[src/rtl/fetch_pkg.sv]
// Shared fetch types and constants: FSM state encoding, instruction size, default vectors.
package fetch_pkg;

  typedef enum logic [1:0] {
    S_REQ  = 2'd0,
    S_WAIT = 2'd1,
    S_OUT  = 2'd2,
    S_HALT = 2'd3
  } fetch_state_e;

  localparam int unsigned INSTR_BYTES          = 4;
  localparam logic [31:0] DEFAULT_RESET_VECTOR = 32'h0000_0000;
  localparam logic [31:0] DEFAULT_TRAP_VECTOR  = 32'h0000_0100;

endpackage

[src/rtl/fetch_pc_reg.sv]
// Architectural fetch PC: reset-load, explicit load (redirect/trap) and +INSTR_BYTES increment.
// Load wins over increment so a redirect taken alongside a decode transfer lands on the target.
module fetch_pc_reg
  import fetch_pkg::*;
#(
  parameter logic [31:0] RESET_VECTOR = DEFAULT_RESET_VECTOR
) (
  input  logic        clk,
  input  logic        reset,
  input  logic        load_en,
  input  logic [31:0] load_pc,
  input  logic        inc_en,
  output logic [31:0] pc
);

  logic [31:0] pc_q;
  logic [31:0] pc_d;

  always_comb begin
    pc_d = pc_q;
    if (load_en) begin
      pc_d = load_pc;
    end else if (inc_en) begin
      pc_d = pc_q + 32'(INSTR_BYTES);
    end
  end

  always_ff @(posedge clk) begin
    if (reset) begin
      pc_q <= RESET_VECTOR;
    end else begin
      pc_q <= pc_d;
    end
  end

  assign pc = pc_q;

endmodule

[src/rtl/fetch_controller.sv]
// Fetch sequencer, one outstanding imem request; REQ->WAIT->OUT gives 1 instr / 3 cycles with 1-cycle imem.
// Stalls in REQ on !imem_req_ready, holds OUT on !if_ready; FETCH_MISALIGN_TRAP_EN enables misaligned-redirect trap.
module fetch_controller
  import fetch_pkg::*;
#(
  parameter logic [31:0] RESET_VECTOR = DEFAULT_RESET_VECTOR,
  parameter logic [31:0] TRAP_VECTOR  = DEFAULT_TRAP_VECTOR
) (
  input  logic        clk,
  input  logic        reset,
  output logic        imem_req_valid,
  input  logic        imem_req_ready,
  output logic [31:0] imem_req_addr,
  input  logic        imem_rsp_valid,
  input  logic [31:0] imem_rsp_data,
  output logic        if_valid,
  input  logic        if_ready,
  output logic [31:0] if_pc,
  output logic [31:0] if_instr,
  input  logic        redirect_valid,
  input  logic [31:0] redirect_pc,
  input  logic        halt,
  output logic        fetch_fault
);

  fetch_state_e state_q, state_d;
  logic         kill_q, kill_d;
  logic [31:0]  if_pc_q, if_pc_d;
  logic [31:0]  if_instr_q, if_instr_d;
  logic [31:0]  pc;
  logic [31:0]  redirect_tgt;
  logic         pc_inc;
  logic         req_hs;

`ifdef FETCH_MISALIGN_TRAP_EN
  logic fetch_fault_q, fetch_fault_d;

  always_comb begin
    redirect_tgt  = redirect_pc;
    fetch_fault_d = 1'b0;
    if (redirect_pc[1:0] != 2'b00) begin
      redirect_tgt  = TRAP_VECTOR;
      fetch_fault_d = redirect_valid;
    end
  end

  always_ff @(posedge clk) begin
    if (reset) begin
      fetch_fault_q <= 1'b0;
    end else begin
      fetch_fault_q <= fetch_fault_d;
    end
  end

  assign fetch_fault = fetch_fault_q;
`else
  logic unused_misalign;

  assign redirect_tgt    = {redirect_pc[31:2], 2'b00};
  assign fetch_fault     = 1'b0;
  assign unused_misalign = ^{redirect_pc[1:0], TRAP_VECTOR};
`endif

  assign imem_req_valid = (state_q == S_REQ) && !reset;
  assign imem_req_addr  = pc;
  assign req_hs         = imem_req_valid && imem_req_ready;
  assign if_valid       = (state_q == S_OUT) && !reset;
  assign if_pc          = if_pc_q;
  assign if_instr       = if_instr_q;

  // Every redirect loads the PC; the FSM only decides what happens to in-flight work.
  always_comb begin
    state_d    = state_q;
    kill_d     = kill_q;
    if_pc_d    = if_pc_q;
    if_instr_d = if_instr_q;
    pc_inc     = 1'b0;
    case (state_q)
      S_REQ: begin
        if (req_hs) begin
          state_d = S_WAIT;
          kill_d  = redirect_valid;
        end else if (halt) begin
          state_d = S_HALT;
        end
      end
      S_WAIT: begin
        if (imem_rsp_valid) begin
          kill_d = 1'b0;
          if (kill_q || redirect_valid) begin
            state_d = S_REQ;
          end else begin
            state_d    = S_OUT;
            if_pc_d    = pc;
            if_instr_d = imem_rsp_data;
          end
        end else if (redirect_valid) begin
          kill_d = 1'b1;
        end
      end
      S_OUT: begin
        if (redirect_valid) begin
          state_d = S_REQ;
        end else if (if_ready) begin
          pc_inc  = 1'b1;
          state_d = halt ? S_HALT : S_REQ;
        end
      end
      S_HALT: begin
        if (!halt) begin
          state_d = S_REQ;
        end
      end
      default: state_d = S_REQ;
    endcase
  end

  always_ff @(posedge clk) begin
    if (reset) begin
      state_q    <= S_REQ;
      kill_q     <= 1'b0;
      if_pc_q    <= 32'h0;
      if_instr_q <= 32'h0;
    end else begin
      state_q    <= state_d;
      kill_q     <= kill_d;
      if_pc_q    <= if_pc_d;
      if_instr_q <= if_instr_d;
    end
  end

  fetch_pc_reg #(
    .RESET_VECTOR(RESET_VECTOR)
  ) u_pc_reg (
    .clk     (clk),
    .reset   (reset),
    .load_en (redirect_valid),
    .load_pc (redirect_tgt),
    .inc_en  (pc_inc),
    .pc      (pc)
  );

endmodule

[config.mk]
export PLATFORM = sky130hd
export DESIGN_NAME = fetch_controller
export DESIGN_NICKNAME = d
export VERILOG_FILES = /design/src/rtl/fetch_pkg.sv /design/src/rtl/fetch_pc_reg.sv /design/src/rtl/fetch_controller.sv
export SDC_FILE = /design/constraint.sdc
export NUM_CORES = 1
export LEC_CHECK = 0
export CORE_AREA = 2 2 92 112
export DETAILED_ROUTE_END_ITERATION = 10
export DIE_AREA = 0 0 94 114
export GPL_TIMING_DRIVEN = 0
export PLACE_DENSITY = 0.89
export SYNTH_ARGS = -nofsm -noshare
export SYNTH_HDL_FRONTEND = slang
export SYNTH_SLANG_ARGS = --single-unit
[constraint.sdc]
create_clock -name clk -period 2.6 [get_ports clk]
set_clock_uncertainty 0.05 [all_clocks]
set_input_delay 0.39 -clock clk [delete_from_list [all_inputs] [get_ports clk]]
set_output_delay 0.39 -clock clk [all_outputs]
set_load 0.02 [all_outputs]
==> results.sh, run 1 <==
export IMPL_async_flop_share_pct=0
export IMPL_io_buffers=162
export IMPL_antenna_cells=0
export IMPL_clock_sinks=95
export IMPL_ys_seq_elements=95
export IMPL_status="complete, no violations"
export IMPL_synth_area_um2=4040
export IMPL_yosysSeqAreaShare_pct=47.1
export IMPL_grt_pass1_vias=4028
export IMPL_layout_commonest_cell="clkdlybuf4s50_1"
export IMPL_layout_drive_gt1_share_pct=5.97
export IMPL_syn_to_final_growth_pct=51.5
export IMPL_grt_overflow=0
export IMPL_hold_viol=0
export IMPL_vias_per_cell=5.23
export IMPL_grt_max_degree=15
export IMPL_p_sw_share_pct=25.7
export IMPL_std_cell_rows=40
export IMPL_pwr_share_seq_pct=48.2
export IMPL_nFillCells=836
export IMPL_cts_tree="yes"
export IMPL_clock_root_buffer="clkbuf_16"
export IMPL_finalNonFillerCells=813
export IMPL_multi_input_area_um2=1960
export IMPL_crit_path_end="u_pc_reg.pc[29]"
export IMPL_drc=0
export IMPL_globalplace_congestion=0.838
export IMPL_tightest_slew_ps=705
export IMPL_path_max_fanout=10
export IMPL_peakVddDrop_mv=0.322
export IMPL_h_tree_depth=3
export IMPL_hold_depth=2
export IMPL_max_freq_mhz=427
export IMPL_dp_hpwl_mm=9.52
export IMPL_min_path_type="flop to flop"
export IMPL_wl_mm=12.5
export IMPL_cp_num_buf_inv=1
export IMPL_finalNetCount=755
export IMPL_start_util_pct=41.4
export IMPL_cts_hold_buffers=0
export IMPL_antenna_found_initial=0
export IMPL_path_delay_family="simple AND/OR/NAND/NOR gates"
export IMPL_clkLatencyLatePin_ps=340
export IMPL_period_minus_slack_ps=2340
export IMPL_clkTransAtPathRegs_ps=60
export IMPL_syn_avg_cell_area_um2=7.98
export IMPL_reg2reg_from="state_q[1]"
export IMPL_power_frac_comb_pct=15.8
export IMPL_seqCellArea_um2=1900
export IMPL_crit_path_start="state_q[1]"
export IMPL_crit_type="flop to flop"
export IMPL_dpl_cell_area_um2=5830
export IMPL_startpoint_type="flop"
export IMPL_gr_usage_all_layers_pct=23.0
export IMPL_max_stage_delay_ps=530
export IMPL_p_per_area_nw_per_um2=536
export IMPL_final_cell_mix="clkdlybuf4s50_1, nand2_1, dfxtp_1, a21oi_1, nor2_1"
export IMPL_clkPwrFrac_pct=36.0
export IMPL_dp_cells=798
export IMPL_final_area_um2=6120
export IMPL_synth_edf_count=0
export IMPL_r2r_setup_slack_ps=260
export IMPL_cp_data_arrival_time_ps=2520
export IMPL_cts_made_buffers=9
export IMPL_slew_headroom_pct=52.6
export IMPL_p_int_mw=2.44
export IMPL_ys_flop_type="dfxtp_1"
export IMPL_coreArea_um2=9760
export IMPL_io_pin_count=170
export IMPL_cp_end_kind="flop"
export IMPL_vias=4251
export IMPL_finalSetupViolations=0
export IMPL_cts_setup_buffers=0
export IMPL_cap_violations=0
export IMPL_r2r_end="u_pc_reg.pc[29]"
export IMPL_crit_chain="clkbuf_1 -> nand3b_1 -> nor3_2 -> and4bb_2 -> xor2_1 -> a22o_1"
export IMPL_firstDrtPassIters=5
export IMPL_critPathRequiredTime_ps=2780
export IMPL_synth_warnings=0
export IMPL_cp_num_cells=6
export IMPL_dieWidth_um=94
export IMPL_wl_per_cell_um=15.4
export IMPL_fin_tns_setup_ps=0
export IMPL_syn_instance_count=506
export IMPL_grt_first_pass_wirelength_mm=19.5
export IMPL_period_share_pct=90.2
export IMPL_antenna_left=0
export IMPL_p_sw_mw=0.843
export IMPL_drtIter0Drc=183
export IMPL_synth_cell_type_count=42
export IMPL_slew_violations=0
export IMPL_ff2ff_path_depth=6
export IMPL_critPathSlowestCell="nor3_2"
export IMPL_die_h_um=114
export IMPL_cts_buffer_depth=2
export IMPL_dieArea_um2=10700
export IMPL_p_leak_nw=2.12
export IMPL_rsz0062_at_grt="no"
-- layout make-up --
class / instances / share of cell area, %
inverters: 5 / 0.307
flip-flops and latches: 95 / 31.1
clock buffers: 11 / 3.97
plain buffers: 38 / 3.09
repair buffers: 162 / 26.5
well taps: 126 / 2.58
clock inverters: 4 / 0.368
multi-input cells: 372 / 32.1
-- tightest hold or removal path, cell delays in order (launching register included) --
cell and delay (ps):
dfxtp_1 310, nand2_1 50, a21oi_1 50
-- worst min path at each step --
stage | start | to
floorplan | kill_q | kill_q
CTS | if_instr[21] | if_instr[21]
global placement | if_pc[2] | if_pc[2]
detailed placement | if_instr[21] | if_instr[21]
global route | if_pc[31] | if_pc[31]
finish | if_instr[21] | if_instr[21]
-- repair_timing --
item                                    CTS  global route
endpoints found under the setup margin    2            60
gates resized for setup                   6             2
endpoints found under the hold margin     0             0
-- cells in the mapped netlist, types with 2 or more instances --
library cell,number,area (um2)
nand2_1,144,541
dfxtp_1,95,1900
a21oi_1,72,360
nor2_1,33,124
clkbuf_1,29,109
xnor2_1,16,140
a211oi_1,15,113
nor3_1,14,70.1
xor2_1,11,96.3
nand3_1,8,40.0
nand4_1,7,43.8
and3_1,6,37.5
buf_4,6,45.0
inv_1,5,18.8
nor4_1,5,31.3
o21ai_0,4,20.0
a22o_1,3,26.3
mux2i_1,3,30.0
nor4_2,3,37.5
a211oi_2,2,25.0
a311oi_1,2,17.5
buf_6,2,22.5
or3_1,2,12.5
-- registers in the layout, summed over array words and instances, names as in the netlist --
register and cells:
if_pc 30, u_pc_reg.pc 30, state_q 2, if_instr 32
kill_q 1
-- layer usage --
layer | global-route usage, % | wire, um | up-vias
met1 | 28.0 | 4980 | 1970
met3 | 3.83 | 950 | 28
li1 | - | - | 2050
met5 | 0 | 0 | -
met2 | 39.9 | 6260 | 203
met4 | 9.86 | 317 | 0
-- power by group through the flow --
stage	logic, mW	registers [mW]	clock network [mW]
after floorplan	0.187	1.66	0
after CTS	0.515	1.58	1.20
after global routing	0.557	1.59	1.26
after global placement	0.500	1.61	0
final	0.517	1.58	1.18
after detailed placement	0.512	1.61	0
-- cell families (layout without fill, tap and decap cells) --
group           count (synthesis)  in the layout  synth area share, %
simple gates                  235            235                 26.5
buf+inv                        43            220                 4.93
compound gates                101            101                 14.5
mux                             3              3                0.744
fa+ha+maj                       1              1                0.310
other cells                     1              5               0.0928
flops                          95             95                 47.1
xor+xnor                       27             27                 5.85
-- metrics by stage --
stage / setup slack, ps / total power, mW / util [%] / hold slack (ps)
3_5_place_dp: -433 / 2.12 / 59.8 / 396
2_1_floorplan: 548 / 1.84 / - / 459
5_1_grt: 96.4 / 3.40 / 62.7 / 426
6_report: 256 / 3.28 / 62.7 / 402
3_3_place_gp: -453 / 2.11 / 59.8 / 393
4_1_cts: 60.9 / 3.30 / 62.6 / 404
No activity file was read; power rests on OpenSTA's default activity.
==> inputs of run 2 (changes only) <==
--- a/config.mk
+++ b/config.mk
@@ -10,5 +10,5 @@
 export DIE_AREA = 0 0 94 114
 export GPL_TIMING_DRIVEN = 0
-export PLACE_DENSITY = 0.89
+export PLACE_DENSITY = 0.79
 export SYNTH_ARGS = -nofsm -noshare
 export SYNTH_HDL_FRONTEND = slang
==> constraint.sdc (replaced) <==
create_clock -name clk -period 2.6 [get_ports clk]
set_clock_uncertainty 0.05 [all_clocks]
set_input_delay 0.52 -clock clk [delete_from_list [all_inputs] [get_ports clk]]
set_output_delay 0.52 -clock clk [all_outputs]
set_load 0.02 [all_outputs]
==> results.sh, run 2 (synthesis results as in run 1) <==
export IMPL_dieWidth_um=94
export IMPL_io_buffers=162
export IMPL_startpoint_type="input port"
export IMPL_dieArea_um2=10700
export IMPL_slew_violations=0
export IMPL_wl_mm=12.4
export IMPL_layout_drive_gt1_share_pct=6.25
export IMPL_hold_viol=0
export IMPL_clkLatencyLatePin_ps=340
export IMPL_cts_tree="yes"
export IMPL_wl_met2_mm=6.12
export IMPL_dp_cells=798
export IMPL_dp_hpwl_mm=9.20
export IMPL_die_h_um=114
export IMPL_antenna_found_initial=0
export IMPL_layout_commonest_cell="clkdlybuf4s50_1"
export IMPL_rsz0062_at_grt="no"
export IMPL_met3_wirelength_um=827
export IMPL_h_tree_depth=3
export IMPL_final_area_um2=6150
export IMPL_holdWs_ps=401
export IMPL_cts_setup_buffers=0
export IMPL_largest_reg_flops=32
export IMPL_slew_headroom_pct=52.5
export IMPL_p_per_area_nw_per_um2=563
export IMPL_period_share_pct=91.0
export IMPL_antenna_cells=0
export IMPL_coreArea_um2=9760
export IMPL_crit_path_start="reset"
export IMPL_peakVddDrop_mv=0.342
export IMPL_wl_per_cell_um=15.3
export IMPL_crit_type="input port to output pin"
export IMPL_antenna_left=0
export IMPL_drc=0
export IMPL_cap_violations=0
export IMPL_final_cell_mix="clkdlybuf4s50_1, nand2_1, dfxtp_1, a21oi_1, nor2_1"
export IMPL_crit_top_cell="clkbuf_2"
export IMPL_dpl_cell_area_um2=5830
export IMPL_m1WireLength_mm=5.12
export IMPL_r2r_setup_slack_ps=340
export IMPL_crit_chain="clkdlybuf4s50_1 -> buf_4 -> clkbuf_2 -> nor3_1 -> clkbuf_2"
export IMPL_path_delay_family="buffers and inverters"
export IMPL_p_leak_nw=2.12
export IMPL_status="complete, no violations"
export IMPL_max_stage_delay_ps=550
export IMPL_io_pin_count=170
export IMPL_clock_root_buffer="clkbuf_16"
export IMPL_drtIter0Drc=179
export IMPL_cp_end_kind="output pin"
export IMPL_period_minus_slack_ps=2370
export IMPL_clock_sinks=95
export IMPL_grt_pass1_vias=3968
export IMPL_cts_hold_buffers=0
export IMPL_firstDrtPassIters=4
export IMPL_reg2reg_from="state_q[1]"
export IMPL_min_path_type="flop to flop"
export IMPL_clkTransAtPathRegs_ps=60
export IMPL_max_freq_mhz=422
export IMPL_grt_max_degree=15
export IMPL_cp_data_arrival_time_ps=1800
export IMPL_finalSetupViolations=0
export IMPL_nFillCells=878
export IMPL_cp_num_buf_inv=4
export IMPL_tightest_slew_ps=707
export IMPL_cts_made_buffers=9
export IMPL_path_max_fanout=10
export IMPL_globalplace_congestion=0.870
export IMPL_vias=4261
export IMPL_critPathRequiredTime_ps=2030
export IMPL_critPathSlowestCell="clkdlybuf4s50_1"
export IMPL_start_util_pct=41.4
export IMPL_routed_top_layer="met4"
export IMPL_gr_usage_all_layers_pct=22.9
export IMPL_cts_buffer_depth=2
export IMPL_finalNonFillerCells=814
export IMPL_fin_tns_setup_ps=0
export IMPL_grt_first_pass_wirelength_mm=19.4
export IMPL_std_cell_rows=40
export IMPL_finalNetCount=755
export IMPL_grt_overflow=0
export IMPL_hold_start="if_instr[24]"
export IMPL_vias_per_cell=5.23
export IMPL_syn_to_final_growth_pct=52.3
-- run 2: cell count changes in the layout (fill, tap and decap cells not counted), sizes merged --
cell,previous run,this run
clkbuf,40,44
clkinv,3,0
buf,9,10
bufinv,0,1
dlygate4sd2,1,0
dlymetal6s2s,1,0
-- run 2: worst paths after layout --
path	endpoint	cells past startpoint
hold / removal	if_instr[24]	2
setup reg to reg	u_pc_reg.pc[27]	6
setup / recovery	imem_req_valid	5
hold reg to reg	if_instr[24]	2
-- run 2: stage by stage --
stage	utilization, %	setup WS, ps	power (mW)
after floorplan	-	548	1.84
after global placement	59.8	-694	2.11
after detailed placement	59.8	-710	2.12
after CTS	63.0	30.0	3.48
after global routing	63.0	97.9	3.59
final	63.0	233	3.46
-- run 2: final cells by class --
type	count	area (um2)	share of cell area [%]
inverters	5	18.8	0.305
flip-flops and latches	95	1900	30.9
clock inverters	2	37.5	0.610
well taps	126	158	2.56
clock buffers	14	274	4.45
repair buffers	162	1610	26.2
multi-input cells	372	1960	31.9
plain buffers	38	189	3.07
-- run 2: power breakdown --
group	switching [mW]	internal [mW]	leakage (nW)
Sequential	0.0662	1.51	0.774
Clock	0.546	0.826	0.149
Combinational	0.256	0.258	1.19
Total	0.869	2.60	2.12
-- run 2: worst min-delay path: stages (launching register included) --
cell and delay (ps):
dfxtp_1 300, nand2_1 50, a21oi_1 50
-- run 2: repair_timing --
action                     in CTS  in global routing
resized for setup               7                  7
hold endpoints to repair        0                  0
cloned                          0                  0
setup endpoints to repair       2                 56
-- run 2: per-layer routing --
| layer | global-route usage, % | up-vias |
|---|---|---|
| met2 | 39.0 | 177 |
| met3 | 3.76 | 24 |
| li1 | - | 2048 |
| met5 | 0 | - |
| met1 | 28.2 | 2012 |
| met4 | 10.1 | 0 |
